$ cat config.mk
export PLATFORM = sky130hd
export DESIGN_NAME = load_store_sequencer
export DESIGN_NICKNAME = d
export VERILOG_FILES = /design/src/rtl/load_store_sequencer.sv
export SDC_FILE = /design/constraint.sdc
export NUM_CORES = 1
export LEC_CHECK = 0
export BUFFER_PORTS_ARGS = -buffer_cell sky130_fd_sc_hd__buf_2
export CORE_MARGIN = 3
export CORE_UTILIZATION = 40
export CTS_CLUSTER_SIZE = 14
export DETAILED_ROUTE_END_ITERATION = 8
export PLACE_DENSITY_LB_ADDON = 0.25
export SLEW_MARGIN = 5
export SYNTH_ARGS = -nofsm -noshare
export SYNTH_HDL_FRONTEND = slang
export SYNTH_SLANG_ARGS = --single-unit
export TNS_END_PERCENT = 10
$ cat constraint.sdc
create_clock -name clk -period 2.12 [get_ports clk]
set_input_delay 0 -clock clk [delete_from_list [all_inputs] [get_ports clk]]
set_output_delay 0 -clock clk [all_outputs]
set_load 0.02 [all_outputs]
$ cat src/rtl/load_store_sequencer.sv
// Byte-serial load/store sequencer: turns one RV32I LB/LH/LW/LBU/LHU/SB/SH/SW request
// into 1, 2 or 4 single-byte memory accesses, then returns one response pulse.
module load_store_sequencer #(
    parameter int ADDRESS_WIDTH = 32,
    parameter int DATA_WIDTH    = 32
) (
    input  logic                     clk,
    input  logic                     rst_n,
    input  logic                     req_valid,
    output logic                     req_ready,
    input  logic [ADDRESS_WIDTH-1:0] req_addr,
    input  logic [DATA_WIDTH-1:0]    req_wdata,
    input  logic [2:0]               req_funct3,
    input  logic                     req_store,
    output logic                     resp_valid,
    output logic [DATA_WIDTH-1:0]    resp_data,
    output logic                     resp_err,
    output logic [ADDRESS_WIDTH-1:0] mem_addr,
    output logic [7:0]               mem_wd,
    output logic                     mem_we,
    input  logic [7:0]               mem_rd
);

    typedef enum logic [1:0] {
        IDLE,
        ACCESS,
        DONE
    } state_t;

    state_t                   state;
    state_t                   state_next;
    logic [ADDRESS_WIDTH-1:0] addr_q;
    logic [DATA_WIDTH-1:0]    wdata_q;
    logic [DATA_WIDTH-1:0]    result_q;
    logic [2:0]               funct3_q;
    logic                     store_q;
    logic                     err_q;
    logic [1:0]               idx;
    logic [1:0]               last_idx;
    logic [DATA_WIDTH-1:0]    load_ext;
    logic                     req_legal;

    function automatic logic is_legal(input logic store, input logic [2:0] f3);
        if (store) begin
            return (f3 == 3'b000) || (f3 == 3'b001) || (f3 == 3'b010);
        end
        return (f3 != 3'b011) && (f3 != 3'b110) && (f3 != 3'b111);
    endfunction

    assign req_legal = is_legal(req_store, req_funct3);

    always_comb begin
        last_idx = 2'd3;
        case (funct3_q[1:0])
            2'b00:   last_idx = 2'd0;
            2'b01:   last_idx = 2'd1;
            default: last_idx = 2'd3;
        endcase
    end

    // result_q is cleared on acceptance, so lanes beyond N are already zero
    // and the unsigned/word cases need no masking.
    always_comb begin
        load_ext = '0;
        if (!store_q && !err_q) begin
            case (funct3_q)
                3'b000:  load_ext = {{(DATA_WIDTH-8){result_q[7]}}, result_q[7:0]};
                3'b001:  load_ext = {{(DATA_WIDTH-16){result_q[15]}}, result_q[15:0]};
                default: load_ext = result_q;
            endcase
        end
    end

    // NOTE: every signal written here gets a default first, so no latch is inferred.
    always_comb begin
        state_next = state;
        req_ready  = 1'b0;
        resp_valid = 1'b0;
        resp_err   = 1'b0;
        resp_data  = '0;
        mem_addr   = '0;
        mem_wd     = '0;
        mem_we     = 1'b0;
        case (state)
            IDLE: begin
                req_ready = 1'b1;
                if (req_valid) begin
                    state_next = req_legal ? ACCESS : DONE;
                end
            end
            ACCESS: begin
                mem_addr = addr_q + ADDRESS_WIDTH'(idx);
                if (store_q) begin
                    mem_wd = wdata_q[8*idx +: 8];
                    mem_we = 1'b1;
                end
                if (idx == last_idx) begin
                    state_next = DONE;
                end
            end
            DONE: begin
                resp_valid = 1'b1;
                resp_err   = err_q;
                resp_data  = load_ext;
                state_next = IDLE;
            end
            default: state_next = IDLE;
        endcase
    end

    // NOTE: sequential state uses non-blocking assignments only.
    always_ff @(posedge clk) begin
        if (!rst_n) begin
            state    <= IDLE;
            idx      <= '0;
            result_q <= '0;
            addr_q   <= '0;
            wdata_q  <= '0;
            funct3_q <= '0;
            store_q  <= 1'b0;
            err_q    <= 1'b0;
        end else begin
            state <= state_next;
            case (state)
                IDLE: begin
                    if (req_valid) begin
                        addr_q   <= req_addr;
                        wdata_q  <= req_wdata;
                        funct3_q <= req_funct3;
                        store_q  <= req_store;
                        err_q    <= !req_legal;
                        idx      <= '0;
                        result_q <= '0;
                    end
                end
                ACCESS: begin
                    if (!store_q) begin
                        result_q[8*idx +: 8] <= mem_rd;
                    end
                    idx <= idx + 2'd1;
                end
                default: ;
            endcase
        end
    end

endmodule
Yosys cells after proc, flatten, opt, wreduce, memory -nomap -nowiden
Cells that the tools add are included.

word-level totals
  register bits after elaboration = 105
  word-level logic and storage cells = 69
  output and inout port bits = 76

operators by class
  equality and inequality tests = 13
  reduce and logical (&&, ||, !) cells = 17
  add/subtract/negate cells = 3
  mux-type cells = 25
  shift operators = 3

operators by type and width
  cell                                                   number
  two-way mux 32 bit                                     5
  one-hot mux 32 bit (2 select lines)                    2
  negator 5 -> 34 bit                                    1
  variable shift 8 x 34 -> 32 bit, first input constant  1
  variable part select 8 x 34 -> 32 bit                  1
  adder 32 x 2 -> 32 bit                                 1
  bitwise mux 32 bit                                     1
  variable part select 32 x 6 -> 8 bit                   1
  two-way mux 8 bit                                      2
  one-hot mux 2 bit (2 select lines)                     3
  two-way mux 1 bit                                      8
  two-way mux 2 bit                                      4
  == test 3 x 1 -> 1 bit, second input constant          2
  zero test 3 bit                                        2
  inequality test 2 bit, second input constant           3
  inequality test 3 bit, second input constant           2
  AND reduction 2 bit                                    3
  == test 2 x 1 -> 1 bit, second input constant          2
  zero test 2 bit                                        2
  == test 3 x 2 -> 1 bit, second input constant          1
  logical AND 1 bit                                      3
  zero test 1 bit                                        3
  inequality test 3 x 2 -> 1 bit, second input constant  1
  AND reduction 3 bit                                    1
  5 further kinds                                        6

Logic depth before layout (Yosys ltp)
Gate-level depths: netlist (run 1).

  word-level depth = 8
  mapped depth = 7
  mapped depth without buffers = 6

Worst setup path before layout (run 1)
OpenSTA, ideal clock, no wires.

  kind = register -> output
  from = register idx[0]
  to = output port mem_addr[26]
  path buffers = 1
  arrival time = 2.530 ns
  slack = -0.410 ns
  cell stages (with the launch flop) = 8
  required time = 2.120 ns
  cells stage by stage = dfxtp_1 -> ha_1 -> fa_1 -> nand3_1 -> or4_1 -> buf_2 -> or4_1 -> a21oi_1

on the way
  longest elaborated chain between the ends = 2

ends and longest elaborated chain
  what                    RTL line  RTL
  from (decl)             38        logic [1:0] idx;
  from (signal assigned)  140       idx <= idx + 2'd1;
  adder 32 x 2 -> 32 bit  92        mem_addr = addr_q + ADDRESS_WIDTH'(idx);
  two-way mux 32 bit      84        case (state)
  to (decl)               18        output logic [ADDRESS_WIDTH-1:0] mem_addr,

No other way between the ends.

Worst setup path after layout (run 1)
  from = register addr_q[5]
  to = output port mem_addr[25]

on the way
  longest elaborated chain between the ends = 2

ends and longest elaborated chain
  what                    RTL line  RTL
  from (decl)             32        logic [ADDRESS_WIDTH-1:0] addr_q;
  from (signal assigned)  127       addr_q <= req_addr;
  adder 32 x 2 -> 32 bit  92
  two-way mux 32 bit      84

No other way between the ends.

==> flow_summary.yaml, run 1 <==
routing:
  wirelength_um: 17500
  drtPass1Iterations: 5
  wl_per_cell_um: 15.6
  via_per_inst: 5.30
  drtIter0Drc: 413
  drc: 0
  vias: 5940
  drtAntennaViolNets: 0
logic_synthesis:
  synth_xor_area_frac: 0.0156
  synth_compound_area_frac: 0.231
  yosys.area_share.simple: 0.278
  yosysWarnings: 0
  yosysUniqueCellTypes: 49
  synth_edf_count: 0
  synth_area_um2: 5610
  syn_nets: 773
  synth_top_family_by_area: "simple AND/OR/NAND/NOR gates"
  yosysTopAreaCell: "dfxtp_1"
  ys_seq_elements: 105
  synth.area.mux_share: 0.0428
  avgSynthCellArea_um2: 8.17
  synthAdderAreaFrac: 0.0169
  synth_flop_cell: "dfxtp_1"
  synth.area.top_cells: "dfxtp_1 37%, nand2_1 11%, a21boi_0 10%"
  async_flop_share: 0
  netlist_instances: 687
  synth_top_area_share: 0.375
  ys_seq_area_frac: 0.375
critical_path:
  crit_start: "addr_q[5]"
  worst_ep_required_time_ns: 2.12
  start_kind: "flip-flop"
  critPathMaxFanout: 6
  r2r-end: "result_q[1]"
  reg2reg_slack_ns: -0.11
  cp.arrival_ns: 2.45
  r2r_start: "idx[0]"
  endpoint: "mem_addr[25]"
  ff2ff_path_depth: 7
  worstSetupEndpointType: "output port"
  critical_path_class: "flip-flop to output port"
clock_network:
  clock_path_buffers: 2
  clk-insertion-delay-late_ns: 0.36
  cts.sinks: 105
  clk_pin_slew_ns: 0.07
  numCtsBuffers: 9
  cts-root-buf: "clkbuf_16"
  htreeDepth: 3
  cts_tree: "done"
flow_run:
  drv_cap: 0
layout:
  diodes: 0
  layout-drive-gt1-share: 0.326
  fin_cells: 1120
  final_common_cell: "nand2_1"
  syn_to_final_growth_pct: 48.6
  layout.nets: 1026
  fin_util: 0.620
  final_cell_mix: "166 x nand2_1, 136 x buf_2, 95 x dfxtp_1, 78 x a21boi_0, 74 x dlygate4sd3_1"
die:
  boundaryPins: 155
  die_h_um: 124
  dieArea_um2: 15500
  design.core.area_um2: 13500
  start_util: 0.417
  rows: 42
  die_width_um: 124
placement:
  placed_cells_incl_taps: 1021
  routabilityCongestion: 0.879
  hpwl_um: 11600
  portBuffers: 154
timing:
  fmax_ghz: 0.408
  hold_violations: 1
  setup_ws_ns: -0.329
  slew_violations: 0
  relSlewSlack: 0.587
  tightest_slew_ns: 0.614
  rsz0062_at_grt: "yes"
  timing.final.crit_period_ns: 2.45
  fin_crit_sh: 1.16
  fin_hold_ws_ns: -0.00462
  final-setup-viol-count: 41
  fin_skew_ns: 0.00896
hold_path:
  holdPathStages: 3
  hold_path.class: "input pin to flip-flop"
grt:
  grt_remaining_overflow: 0
  grt_use_total: 0.219
  grt_pass1_vias: 5840
  grt_max_degree: 73
  antenna_found_initial: 0
  grt_pass1_wl_um: 28400
pwr:
  power_density_nw_per_um2: 577
  peakVddDrop_uv: 350
  leakage_nw: 3.31
outcome:
  status: "complete, but fails checks"
  violations: "negative hold slack, negative setup slack"
==> worst max-delay path, stage by stage, from the launching register on <==
cell     delay, ns
dfxtp_2       0.33
buf_4         0.13
nand4_1       0.22
or4_4         0.66
or4_4         0.45
a21oi_2       0.15
buf_4         0.16
==> synth_stat cells (all sizes together), types with 2 or more instances <==
cell	n
a22oi	24
a2111oi	3
ha	6
a31oi	3
and4	3
nand4	8
o311ai	2
nand3b	4
dfxtp	105
or2	2
or3b	9
nor2b	26
inv	8
xnor2	8
nand3	13
xor2	2
o21ai	15
or4	11
clkbuf	35
a21boi	78
buf	14
or3	8
a21oi	24
nand2b	10
nor2	17
and3	9
a21o	4
o31ai	7
nor4	8
mux2i	6
nand2	167
mux4	8
o21a	18
and2	12
nor3	4
==> layer usage <==
| layer | track usage | part of all wire |
|---|---|---|
| met4 | 0.0793 | 0.021 |
| met2 | 0.372 | 0.48 |
| met1 | 0.275 | 0.44 |
| met3 | 0.0455 | 0.061 |
| met5 | 0 | 0 |
==> power breakdown <==
group,total [mW],switching [mW],internal (mW)
Clock,1.79,0.786,1.00
Combinational,0.862,0.454,0.408
Sequential,2.16,0.0890,2.07
Total,4.81,1.33,3.48
==> cell type report <==
type                       count  area [µm²]
fill                        1152        5120
tap                          176         220
inverter                       8        30.0
sequential                   105        2120
clock buffer                  10         250
clock inverter                 5        67.6
timing repair buffer         290        2100
multi-input combinational    526        3550
==> cells by family (layout without fill, tap and decap cells) <==
| kind of cell | after synthesis | after routing |
|---|---|---|
| xor+xnor | 10 | 10 |
| fa+ha+maj | 7 | 7 |
| buf+inv | 57 | 313 |
| simple gates | 314 | 315 |
| flops | 105 | 105 |
| compound gates | 180 | 180 |
| mux | 14 | 14 |
==> stage by stage <==
step	setup TNS [ns]	hold WS (ns)	total power, mW	area, µm²	worst slack, ns
finish	-4.96	-0.00462	4.81	8340	-0.329
global route	-10.63	0.0186	5.02	8340	-0.382
CTS	-5.25	0.00137	4.82	8210	-0.276
detailed placement	-3.70	0.259	2.94	6910	-0.334
global placement	-1.99	0.250	2.91	6910	-0.286
floorplan	-3.84	0.145	2.62	5670	-0.143
==> sequential cells by signal, summed over array words and instances (netlist names) <==
register	count
result_q	32
wdata_q	32
err_q	1
idx	2
funct3_q	3
state	2
addr_q	32
store_q	1
==> worst min path at each step <==
stage	from	endpoint	slack [ns]
2_1_floorplan	req_addr[18]	addr_q[18]	0.14
3_3_place_gp	req_wdata[10]	wdata_q[10]	0.25
3_5_place_dp	req_addr[6]	addr_q[6]	0.26
4_1_cts	mem_rd[1]	result_q[9]	0.001
5_1_grt	mem_rd[1]	result_q[17]	0.02
6_report	mem_rd[1]	result_q[9]	-0.005
==> repair_timing <==
| item | in CTS | in global routing |
|---|---|---|
| endpoints found under the hold margin | 80 | 0 |
| setup endpoints to repair | 66 | 74 |
| pin swaps | 15 | 3 |
| setup buffers | 5 | 4 |
| cloned | 1 | 0 |
| hold buffers | 74 | 0 |
| resized for setup | 50 | 27 |
Power figures use the tool's default switching activity.
==> run 2, diff against run 1 <==
- ABC_AREA: unset -> 1
- SLEW_MARGIN: 5 -> unset
==> run 2 against run 1 <==
  * The flow finishes with violations (negative setup slack)
  * Largest cell class unchanged
  * Utilization down 6.0 points
  * Critical path depth up 5
  * Clock skew down 0.0011 ns
  * Synthesized area up 3.4%
  * Worst setup slack better by 0.33 ns
  * Design area down 5.7%
  * Wire length up 1.5%
==> flow_summary.yaml, run 2 <==
die:
  design.core.area_um2: 14000
  die_h_um: 126
  start_util: 0.413
  boundaryPins: 155
  dieArea_um2: 16000
  die_width_um: 126
  rows: 43
layout:
  layout.nets: 1242
  layout-drive-gt1-share: 0.204
  final_cell_mix: "245 x nor2_1, 204 x nand2_1, 148 x buf_2, 102 x dfxtp_1, 101 x o21ai_0"
  diodes: 0
  nFillCells: 1418
  syn_to_final_growth_pct: 35.6
  final_common_cell: "nor2_1"
  fin_cells: 1341
  reg_top3: "addr_q (32), result_q (32), wdata_q (32)"
pwr:
  leakage_nw: 3.50
  p_total_mw: 5.28
  power_density_nw_per_um2: 672
  peakVddDrop_uv: 574
grt:
  grt_pass1_wl_um: 28800
  antenna_found_initial: 0
  grt_remaining_overflow: 0
  grt_max_degree: 72
  grt_use_total: 0.219
  grt_pass1_vias: 5983
clock_network:
  cts_tree: "done"
  clk_pin_slew_ns: 0.07
  htreeDepth: 3
  numCtsBuffers: 9
  clock_path_buffers: 2
  cts.sinks: 105
  cts-root-buf: "clkbuf_16"
  clk-insertion-delay-late_ns: 0.36
critical_path:
  worst_ep_required_time_ns: 2.12
  critical_path.top_delay_family: "simple AND/OR/NAND/NOR gates"
  path_cells: "ha_4 > fa_2 > nand2_4 > nor2_4 > nand2_4 > nor2_4 > buf_4 > nand3_1 > nand2_1 > nor2_1 > buf_2"
  slowest_stage: "dfxtp_2"
  ff2ff_path_depth: 9
  r2r_start: "idx[0]"
  start_kind: "flip-flop"
  cp.arrival_ns: 2.12
  critPathMaxFanout: 7
  critical_path_class: "flip-flop to output port"
  reg2reg_slack_ns: 0.18
  worst-path-buf-inv: 2
  crit_path_max_incr_delay_ns: 0.35
  r2r-end: "result_q[5]"
  worstSetupEndpointType: "output port"
hold_path:
  min_to: "result_q[7]"
  min_from: "mem_rd[7]"
  hold_path.class: "input pin to flip-flop"
  holdPathStages: 5
logic_synthesis:
  syn_nets: 1033
  netlist_instances: 947
  avgSynthCellArea_um2: 6.13
  ys_seq_area_frac: 0.362
  synth_common_cells: "252 x nor2_1, 211 x nand2_1, 105 x dfxtp_1"
  synth_edf_count: 0
  ys_seq_elements: 105
  yosysTopAreaCell: "dfxtp_1"
  yosys.cell_count.top_type: "nor2_1"
  synth.area.top_cells: "dfxtp_1 36%, nor2_1 16%, nand2_1 14%"
  synth_area_um2: 5800
  async_flop_share: 0
  synth_top_area_share: 0.362
  yosysWarnings: 0
  synth_flop_cell: "dfxtp_1"
  yosysUniqueCellTypes: 31
placement:
  dpl_worst_slack_ns: 0.150
  portBuffers: 154
  hpwl_um: 12700
  placed_cells_incl_taps: 1252
  routabilityCongestion: 0.921
timing:
  hold_violations: 0
  timing.final.crit_period_ns: 2.12
  relSlewSlack: 0.627
  final-setup-viol-count: 1
  fin_hold_ws_ns: 0.0449
  tightest_slew_ns: 0.559
  setup_ws_ns: -0.000689
  rsz0062_at_grt: "yes"
  fin_crit_sh: 1.00
  setup_tns_ns: -0.000689
  slew_violations: 0
  fmax_ghz: 0.472
  fin_skew_ns: 0.00785
routing:
  vias: 6588
  wl_per_cell_um: 13.3
  drc: 0
  wl_met1_um: 8260
  drtPass1Iterations: 7
  via_per_inst: 4.91
  wl_met3_um: 1190
  highest_layer: "met4"
  met2WireLength_um: 8090
  wirelength_um: 17800
  drtAntennaViolNets: 0
  drtIter0Drc: 445
outcome:
  status: "complete, but fails checks"
  violations: "negative setup slack"
flow_run:
  drv_cap: 0
==> run 2: stage by stage <==
step | utilization | area [µm²]
after floorplan | - | 5800
after global placement | 0.479 | 6720
after detailed placement | 0.479 | 6720
after CTS | 0.552 | 7760
after global routing | 0.560 | 7870
final | 0.560 | 7870
==> run 2: layout make-up <==
| cell class | count | area [µm²] | share of cell area |
|---|---|---|---|
| clock inverters | 6 | 75.1 | 0.00955 |
| inverters | 71 | 267 | 0.0339 |
| clock buffers | 10 | 229 | 0.0291 |
| repair buffers | 241 | 1620 | 0.206 |
| flip-flops and latches | 105 | 2110 | 0.268 |
| multi-input cells | 728 | 3340 | 0.424 |
| well taps | 180 | 225 | 0.0286 |
==> run 2: worst max-delay path by stage <==
stage	slack, ns	cells past startpoint	to	startpoint
6_report	-0.0007	11	mem_addr[18]	idx[0]
5_1_grt	-0.15	11	mem_addr[30]	addr_q[0]
4_1_cts	0.005	11	mem_addr[30]	idx[0]
3_5_place_dp	0.15	9	result_q[5]	idx[0]
3_3_place_gp	0.24	9	result_q[2]	idx[0]
2_1_floorplan	0.17	11	result_q[0]	idx[0]
==> run 2: per-layer routing <==
metal  global-route usage  up-vias
met1                0.301     2925
met3               0.0434       19
met4               0.0568        0
li1                     -     3423
met2                0.355      221
met5                    0        -
==> run 2: cells by family after synthesis <==
group	synth area share
AOI/OAI and AO/OA	0.157
xor gates and xnor gates	0.00906
buffers and inverters	0.0792
adders and majority gates	0.0164
and+or+nand+nor	0.376
DFF	0.362
==> run 2: worst reg2reg max path: stages, from the launching register on <==
cell     delay [ns]
dfxtp_2        0.35
buf_4          0.27
inv_2          0.08
ha_1           0.33
inv_2          0.18
nand2_2        0.14
nand2_1        0.26
nand2_1        0.09
nand2_1        0.08
nor2_1         0.04
==> run 2: what timing repair did <==
action                                  CTS  global route
endpoints found under the setup margin   11            41
setup buffers                             0             4
pin swaps                                 4            10
hold buffers                             69             0
hold endpoints to repair                 71             0
gates resized for setup                  14            24
==> run 2: power breakdown <==
group / switching (mW) / total [mW] / leakage [nW] / internal, mW
Combinational: 0.754 / 1.22 / 2.49 / 0.467
Clock: 0.806 / 1.74 / 0.145 / 0.934
Sequential: 0.146 / 2.32 / 0.869 / 2.18
Total: 1.71 / 5.28 / 3.50 / 3.58
